<file path="config.mk">
export PLATFORM = sky130hd
export DESIGN_NAME = rr_selector_flat
export DESIGN_NICKNAME = d
export VERILOG_FILES = /design/src/rtl/rr_selector_if.sv /design/src/rtl/rr_selector.sv /design/src/flat_wrapper.sv
export SDC_FILE = /design/constraint.sdc
export NUM_CORES = 1
export LEC_CHECK = 0
export CAP_MARGIN = 20
export CORE_MARGIN = 2
export CORE_UTILIZATION = 37
export DETAILED_ROUTE_END_ITERATION = 10
export PLACE_DENSITY = 0.79
export REMOVE_ABC_BUFFERS = 1
export SYNTH_ARGS = -nofsm -noshare
export SYNTH_HDL_FRONTEND = slang
export SYNTH_SLANG_ARGS = --single-unit
</file>
<file path="constraint.sdc">
create_clock -name clk -period 1.8 [get_ports clk]
set_clock_uncertainty 0.1 [all_clocks]
set_input_delay 0.18 -clock clk [delete_from_list [all_inputs] [get_ports clk]]
set_output_delay 0.18 -clock clk [all_outputs]
set_load 0.005 [all_outputs]
</file>
<file path="src/rtl/rr_selector_if.sv">
// rr_selector_if: request/response bundle for rr_selector.
//   req       : per-channel request (polarity set by the selector's ACT)
//   in        : per-channel data element
//   ack       : one-hot grant strobe, combinational
//   out_valid : output register holds valid data
//   out_ready : downstream accept
//   out       : registered selected element
//   out_pos   : registered one-hot index of the granted channel
//   out_idx   : registered binary index of the granted channel
// Modports: slave = selector side, master = requester/consumer side.

`ifndef HIGH
`define HIGH 1'b1
`endif
`ifndef LOW
`define LOW 1'b0
`endif

interface rr_selector_if #(
  parameter int unsigned DATA    = 8,
  parameter int unsigned IN      = 4,
  parameter int unsigned LOG2_IN = $clog2(IN)
);
  logic [IN-1:0]            req;
  logic [IN-1:0][DATA-1:0]  in;
  logic [IN-1:0]            ack;
  logic                     out_valid;
  logic                     out_ready;
  logic [DATA-1:0]          out;
  logic [IN-1:0]            out_pos;
  logic [LOG2_IN-1:0]       out_idx;

  modport slave (
    input  req, in, out_ready,
    output ack, out_valid, out, out_pos, out_idx
  );

  modport master (
    output req, in, out_ready,
    input  ack, out_valid, out, out_pos, out_idx
  );
endinterface

</file>
<file path="src/rtl/rr_selector.sv">
// rr_selector: grants one active request channel per cycle and registers the
// granted element together with its one-hot and binary index.
// Ports:
//   clk   : single clock, rising edge
//   reset : asynchronous, active-high
//   bus   : rr_selector_if.slave (req, in, ack, out_valid, out_ready,
//           out, out_pos, out_idx)
// Configuration macro RR_SELECTOR_FAIR_EN:
//   defined   -> round-robin arbitration starting at a rotating pointer
//   undefined -> fixed priority, lowest active index wins, no pointer

`ifndef HIGH
`define HIGH 1'b1
`endif
`ifndef LOW
`define LOW 1'b0
`endif

module rr_selector #(
  parameter int unsigned DATA    = 8,
  parameter int unsigned IN      = 4,
  parameter bit          ACT     = `HIGH,
  parameter int unsigned LOG2_IN = $clog2(IN)
) (
  input logic          clk,
  input logic          reset,
  rr_selector_if.slave bus
);

  logic [IN-1:0]      req_act;
  logic               any_req;
  logic               load;
  logic [LOG2_IN-1:0] lo_idx;
  logic [LOG2_IN-1:0] grant_idx;
  logic [IN-1:0]      grant_onehot;
  logic [DATA-1:0]    sel_data;

  // Normalise request polarity to active-high
  assign req_act = ACT ? bus.req : ~bus.req;
  assign any_req = |req_act;

  // Output register free or being drained this cycle
  assign load = (!bus.out_valid || bus.out_ready) && any_req;

`ifdef RR_SELECTOR_FAIR_EN
  logic [LOG2_IN-1:0] ptr;
  logic               hi_found;
  logic [LOG2_IN-1:0] hi_idx;

  // Round-robin: lowest active index at or above ptr, else lowest overall
  always_comb begin
    hi_found = 1'b0;
    hi_idx   = '0;
    lo_idx   = '0;
    for (int i = IN - 1; i >= 0; i--) begin
      if (req_act[i]) begin
        lo_idx = LOG2_IN'(i);
        if (LOG2_IN'(i) >= ptr) begin
          hi_found = 1'b1;
          hi_idx   = LOG2_IN'(i);
        end
      end
    end
    grant_idx = hi_found ? hi_idx : lo_idx;
  end

  // Pointer moves past the winner; explicit wrap keeps it below IN
  always_ff @(posedge clk or posedge reset) begin
    if (reset) begin
      ptr <= '0;
    end else if (load) begin
      ptr <= (grant_idx == LOG2_IN'(IN - 1)) ? '0 : grant_idx + LOG2_IN'(1);
    end
  end
`else
  // Fixed priority: lowest active index wins
  always_comb begin
    lo_idx = '0;
    for (int i = IN - 1; i >= 0; i--) begin
      if (req_act[i]) begin
        lo_idx = LOG2_IN'(i);
      end
    end
    grant_idx = lo_idx;
  end
`endif

  assign grant_onehot = IN'(1) << grant_idx;
  assign sel_data     = bus.in[grant_idx];

  // Grant strobe only in a loading cycle and never during reset
  assign bus.ack = (load && !reset) ? grant_onehot : '0;

  // Output register; data fields keep their last value when draining
  always_ff @(posedge clk or posedge reset) begin
    if (reset) begin
      bus.out_valid <= 1'b0;
      bus.out       <= '0;
      bus.out_pos   <= '0;
      bus.out_idx   <= '0;
    end else if (load) begin
      bus.out_valid <= 1'b1;
      bus.out       <= sel_data;
      bus.out_pos   <= grant_onehot;
      bus.out_idx   <= grant_idx;
    end else if (bus.out_ready) begin
      bus.out_valid <= 1'b0;
    end
  end

endmodule

</file>
<file path="src/flat_wrapper.sv">
// flat-port wrapper written by rule: the top's interface ports become plain ports
module rr_selector_flat 
#(
  parameter int unsigned DATA    = 8,
  parameter int unsigned IN      = 4,
  parameter bit          ACT     = `HIGH,
  parameter int unsigned LOG2_IN = $clog2(IN)
)
  (clk, reset, bus_req, bus_in, bus_out_ready, bus_ack, bus_out_valid, bus_out, bus_out_pos, bus_out_idx);
  rr_selector_if #(.DATA(DATA), .IN(IN), .LOG2_IN(LOG2_IN)) bus_i ();
  input logic clk;
  input logic reset;
  input wire logic [$bits(bus_i.req)-1:0] bus_req;
  input wire logic [$bits(bus_i.in)-1:0] bus_in;
  input wire logic [$bits(bus_i.out_ready)-1:0] bus_out_ready;
  output wire logic [$bits(bus_i.ack)-1:0] bus_ack;
  output wire logic [$bits(bus_i.out_valid)-1:0] bus_out_valid;
  output wire logic [$bits(bus_i.out)-1:0] bus_out;
  output wire logic [$bits(bus_i.out_pos)-1:0] bus_out_pos;
  output wire logic [$bits(bus_i.out_idx)-1:0] bus_out_idx;
  assign bus_i.req = bus_req;
  assign bus_i.in = bus_in;
  assign bus_i.out_ready = bus_out_ready;
  assign bus_ack = bus_i.ack;
  assign bus_out_valid = bus_i.out_valid;
  assign bus_out = bus_i.out;
  assign bus_out_pos = bus_i.out_pos;
  assign bus_out_idx = bus_i.out_idx;
  rr_selector #(.DATA(DATA), .IN(IN), .ACT(ACT), .LOG2_IN(LOG2_IN)) u_core (.clk(clk), .reset(reset), .bus(bus_i));
endmodule
</file>
# Word level (Yosys, flattened, before mapping)
# Index checks and enable logic that the tools add are counted.
dict set report totals {
  output_inout_bits 19
  register_bits 15
  word_cells 22
}
dict set report op_classes {
  mux 9
  shift 1
  n_reduce_logical 7
  n_lt_le_gt_ge 1
}
# cell n
set ops {}
lappend ops {{$bmux W8 S2} 1}
lappend ops {{$mux W2} 4}
lappend ops {{$mux W8} 1}
lappend ops {{$mux W4} 1}
lappend ops {{$reduce_or A4 Y1} 1}
lappend ops {{$shl A1 B2 Y4 const A} 1}
lappend ops {{$lt A2 B3 Y1 const B} 1}
lappend ops {{$logic_and A1 B1 Y1} 2}
lappend ops {{$logic_not A1 Y1} 2}
lappend ops {{$mux W1} 2}
lappend ops {{$reduce_bool A2 Y1} 1}
lappend ops {{$logic_or A1 B1 Y1} 1}

# Logic depth before layout (Yosys ltp)
dict set report logic_depth {
  depth_word 6
  depth_mapped 5
}

# Worst setup path before layout
# Ideal clock, no wire load.
dict set report synth_timing {
  path_type {input port to output port}
  from {in bus_req[0]}
  to {out bus_ack[3]}
  arrival_ns 1.311
  path_stages 5
  path_buffers 2
  path_slack_ns 0.209
  required_time_ns 1.520
  path_cell_list {or4_1 -> buf_2 -> and2_4 -> buf_6 -> and3_1}
}
dict set report synth_between {
  elab_chain_cells 4
  word_cells_on_any_way 6
}
# element line
set synth_rtl {}
lappend synth_rtl {{start, declared} flat_wrapper.sv:13} ;# input wire logic [$bits(bus_i.req)-1:0] bus_req;
lappend synth_rtl {{$reduce_or A4 Y1} rr_selector.sv:40} ;# assign any_req = |req_act;
lappend synth_rtl {{$logic_and A1 B1 Y1} rr_selector.sv:43} ;# assign load = (!bus.out_valid || bus.out_ready) && any_req;
lappend synth_rtl {{$logic_and A1 B1 Y1} rr_selector.sv:92} ;# assign bus.ack = (load && !reset) ? grant_onehot : '0;
lappend synth_rtl {{$mux W4 (*)} rr_selector.sv:92}
lappend synth_rtl {{end, declared} flat_wrapper.sv:16} ;# output wire logic [$bits(bus_i.ack)-1:0] bus_ack;
# Mark *: on every way between the ends. The rest lies on a longest branch, timed or not.

# Final worst setup path
dict set report layout_timing {
  from {reg u_core.bus.out_valid}
  to {out bus_ack[2]}
}
dict set report layout_between {
  elab_chain_cells 5
}
# element line
set layout_rtl {}
lappend layout_rtl {{start, declared} rr_selector_if.sv:35} ;# output ack, out_valid, out, out_pos, out_idx
lappend layout_rtl {{start signal, assigned} rr_selector.sv:97} ;# bus.out_valid <= 1'b0;
lappend layout_rtl {{start signal, assigned} rr_selector.sv:102} ;# bus.out_valid <= 1'b1;
lappend layout_rtl {{start signal, assigned} rr_selector.sv:107} ;# bus.out_valid <= 1'b0;
lappend layout_rtl {{$logic_not A1 Y1} rr_selector.sv:43}
lappend layout_rtl {{$logic_or A1 B1 Y1} rr_selector.sv:43}
lappend layout_rtl {{$logic_and A1 B1 Y1} rr_selector.sv:43}
lappend layout_rtl {{$logic_and A1 B1 Y1} rr_selector.sv:92}
lappend layout_rtl {{$mux W4} rr_selector.sv:92}
# No other way between the ends.

==> summary.txt <==
Detailed routing
  • Antenna Violating Nets Remaining: 0
  • Drt pass-1 iters: 5
  • Vias per inst: between 5 and 6
  • Drt wl/cell: 15.9 µm
  • Final WL: approximately 3300 µm
  • DRT iter0 DRCs: 36
  • Vias: 1178
  • DRC: 0

Final layout
  • FILL cells: between 150 and 200
  • Share of cells above drive strength 1: roughly 23%
  • Register area: ~380 µm²
  • Area occupied by multi-input gates: 564 µm²
  • Final instance area: between 1500 and 2000 µm²
  • Antenna diode count: 0
  • Final core occ: 69.4%
  • Area Overhead vs Synth: 76.3%
  • Nets@finish: 216

GRT
  • GR Util met2: between 30% and 40%
  • Number of global-route vias before repair: approximately 1.3k
  • Pin count of the biggest net entering global routing: 23
  • Initial antenna violation count: 0
  • First-pass GRT wire length: 5500 µm
  • Layer with the highest usage: met2
  • GR Overflow Total: 0
  • GR Layer Usage met3: 7.73%
  • Tot GR Track Use: 22.4%
  • GR met1 Demand/Resource: 25.3%

Logic synthesis
  • Mux share of post-synthesis cell area: around 3.1%
  • Synth Area in Adders: 0%
  • Simple-gate share of the synthesized area: a little over a quarter
  • Ys Warns: 0
  • Compound-Gate Fraction of Synth Area: between 20 and 30%
  • Count leader, synth: dfrtp_1
  • Largest family of logic cells by synthesized area: simple AND/OR/NAND/NOR gates
  • Cells after Synth: 106
  • Register area share after synthesis: 38.2%
  • Post-synth EDFFs: 0
  • Post-synthesis area per instance: 9.28 µm²
  • Synth Area in XOR/XNOR: 0%
  • Predominant post-synthesis flop cell: dfrtp_1
  • Post-synth top cells: dfrtp_1 (15), a21oi_1 (11), nand3b_1 (10), clkbuf_1 (9)
  • FF+latch count, synth: 15
  • Top cells by area, synth: dfrtp_1 (38%), nand3b_1 (7.6%), a222oi_1 (6.1%), a21oi_1 (5.6%), or3b_2 (5.3%)
  • Synth top area share: between 30% and 40%
  • Synth unique cells: 28
  • Synth area leader: dfrtp_1
  • Async SR Flop Fraction: 100%
  • Mapped cell area: between 900 and 1000 µm²

Critical path
  • Crit Path Category: reg -> out
  • Buf+Inv Stages, Crit Path: 2
  • Levels on crit path: 4
  • CP Data Arrival Time: 1.41 ns
  • Critical path cell sequence: buf_4 -> nor2b_1 -> nor3_1 -> dlygate4sd2_1
  • Crit path launch type: register
  • Reg2Reg Depth: 5
  • Reg-to-reg endpoint: u_core.bus.out_pos[1]
  • Setup crit end kind: output port
  • Crit path largest cell delay: between 0.4 and 0.5 ns
  • Flop2flop setup slack: ~0.31 ns
  • FF-to-FF Start: u_core.bus.out_valid
  • Critical Path Sink: bus_ack[2]
  • Critical Path Source: u_core.bus.out_valid
  • Slowest stage cell on the critical path: dfrtp_1
  • WP data required: ~1.5 ns
  • Worst path top cell family by delay: flip-flops
  • Critical path fanouts, max: 2

STA
  • Max Slew Vio Count: 0
  • Fin Hold WS: ~0.26 ns
  • Fmax: 591 MHz
  • Worst Tran Pin Value: between 0.3 and 0.4 ns
  • Setup ws final: approximately 0.11 ns
  • Final setup viols: 0
  • RSZ-0062 raised after global routing: no
  • Final Hold Fails: 0
  • Fin crit share: 94.0%
  • Slew margin rel.: 73.3%
  • Fin crit period: approximately 1.7 ns

Die
  • Core area: 2500 µm²
  • Die width: between 50 and 60 µm
  • Die H: roughly 56 µm
  • Io pins: 58
  • Initial Utilization: between 30% and 40%
  • # rows: 18
  • Die area: around 3100 µm²

Run status
  • Status: finished, final reports clean

Placement
  • I/O Buffers: 57
  • Post-DP Area: 1650 µm²
  • GPL Wtd Cong: slightly above 0.8
  • Worst slack, placed: -0.407 ns
  • Estimated wirelength of the detail-placed design: between 2000 and 3000 µm

Pwr
  • Pwr Density: 542 nW/µm²
  • Leak Pwr: ~0.75 nW
  • Worst vdd ir: between 300 and 400 µV

CTS
  • H-tree levels: 1
  • Clock Tree Buf Depth: 2
  • Clock latency on the worst-skew pair: roughly 0.28 ns
  • CTS root buffer: clkbuf_4
  • Num CTS Buffers: 3
  • Clock slew at reported path FFs: 0.09 ns
  • CTS hold repair buffers: 0
  • Clk sinks: 15
  • CTS tree: yes

Worst hold path
  • Min-Delay Path Class: in -> async

Flow run
  • Total of max-cap violations: 0
-- layer usage --
| layer | wire, µm | part of all wire, % |
|---|---|---|
| met3 | 333 | 10 |
| met5 | 0 | 0 |
| met4 | 41 | 1.2 |
| met1 | 1330 | 41 |
| met2 | 1580 | 48 |
-- sequential cells by signal, summed over array words and instances (netlist names) --
name / cells
u_core.bus.out: 8
u_core.bus.out_idx: 2
u_core.bus.out_pos: 4
u_core.bus.out_valid: 1
-- power by group --
| part | total, W | leakage [nW] | switching, W | internal [W] |
|---|---|---|---|---|
| Clock | 0.000190 | 0.0150 | 0.000104 | 0.0000858 |
| Combinational | 0.000350 | 0.555 | 0.000124 | 0.000225 |
| Sequential | 0.000400 | 0.176 | 0.0000249 | 0.000375 |
| Total | 0.000940 | 0.746 | 0.000254 | 0.000686 |
-- per-stage QoR --
step	std cells	power, W	setup TNS (ns)
floorplan	95	0.000506	0
global placement	197	0.000736	-1.57
detailed placement	197	0.000746	-2.07
CTS	206	0.000951	-0.121
global route	206	0.000997	0
finish	206	0.000940	0
-- tightest hold or removal path: cells and delay by family --
| family | cells | cell delay [ns] |
|---|---|---|
| buf+inv | 3 | 0.79 |
-- worst min-delay path by stage --
stage / start / end / cells past startpoint
final: reset / u_core.bus.out_pos[1] / 3
after global routing: reset / u_core.bus.out_pos[1] / 3
after CTS: reset / u_core.bus.out_pos[1] / 3
after detailed placement: u_core.bus.out[2] / u_core.bus.out[2] / 1
after global placement: u_core.bus.out[5] / u_core.bus.out[5] / 1
after floorplan: reset / u_core.bus.out[0] / 1
-- layout by cell type (no fill, tap or decap), types with 2 or more instances in the layout --
| cell | instances |
|---|---|
| or3b_2 | 6 |
| o32a_1 | 2 |
| clkdlybuf4s50_1 | 49 |
| a21o_1 | 6 |
| nand2_1 | 5 |
| a21oi_1 | 11 |
| clkbuf_4 | 3 |
| a222oi_1 | 6 |
| dlygate4sd2_1 | 4 |
| buf_6 | 2 |
| and3_1 | 3 |
| inv_1 | 2 |
| nor3_1 | 2 |
| dlymetal6s2s_1 | 3 |
| a31oi_1 | 6 |
| or2_2 | 2 |
| dfrtp_1 | 15 |
| o21a_1 | 2 |
| nor2_1 | 2 |
| buf_4 | 17 |
| mux2_4 | 2 |
| nand3b_1 | 10 |
| nand3_1 | 3 |
-- final cells by class --
cell class,instances,area share (%)
clock buffers,4,1.52
inverters,2,0.433
multi-input cells,78,32.5
flip-flops and latches,15,21.6
well taps,30,2.16
repair buffers,77,41.7
-- repair_timing --
| item | in CTS | in global routing |
|---|---|---|
| resized for setup | 12 | 4 |
| cloned | 1 | 0 |
| hold endpoints to repair | 0 | 0 |
| setup endpoints to repair | 4 | 1 |
| pin swaps | 2 | 0 |
| setup buffers | 4 | 0 |
-- logic make-up (layout without fill, tap and decap cells) --
| family | Yosys count | count (layout) |
|---|---|---|
| compound gates | 36 | 36 |
| buf+inv | 13 | 83 |
| flops | 15 | 15 |
| mux | 2 | 2 |
| simple gates | 40 | 40 |
Power figures use the tool's default switching activity.
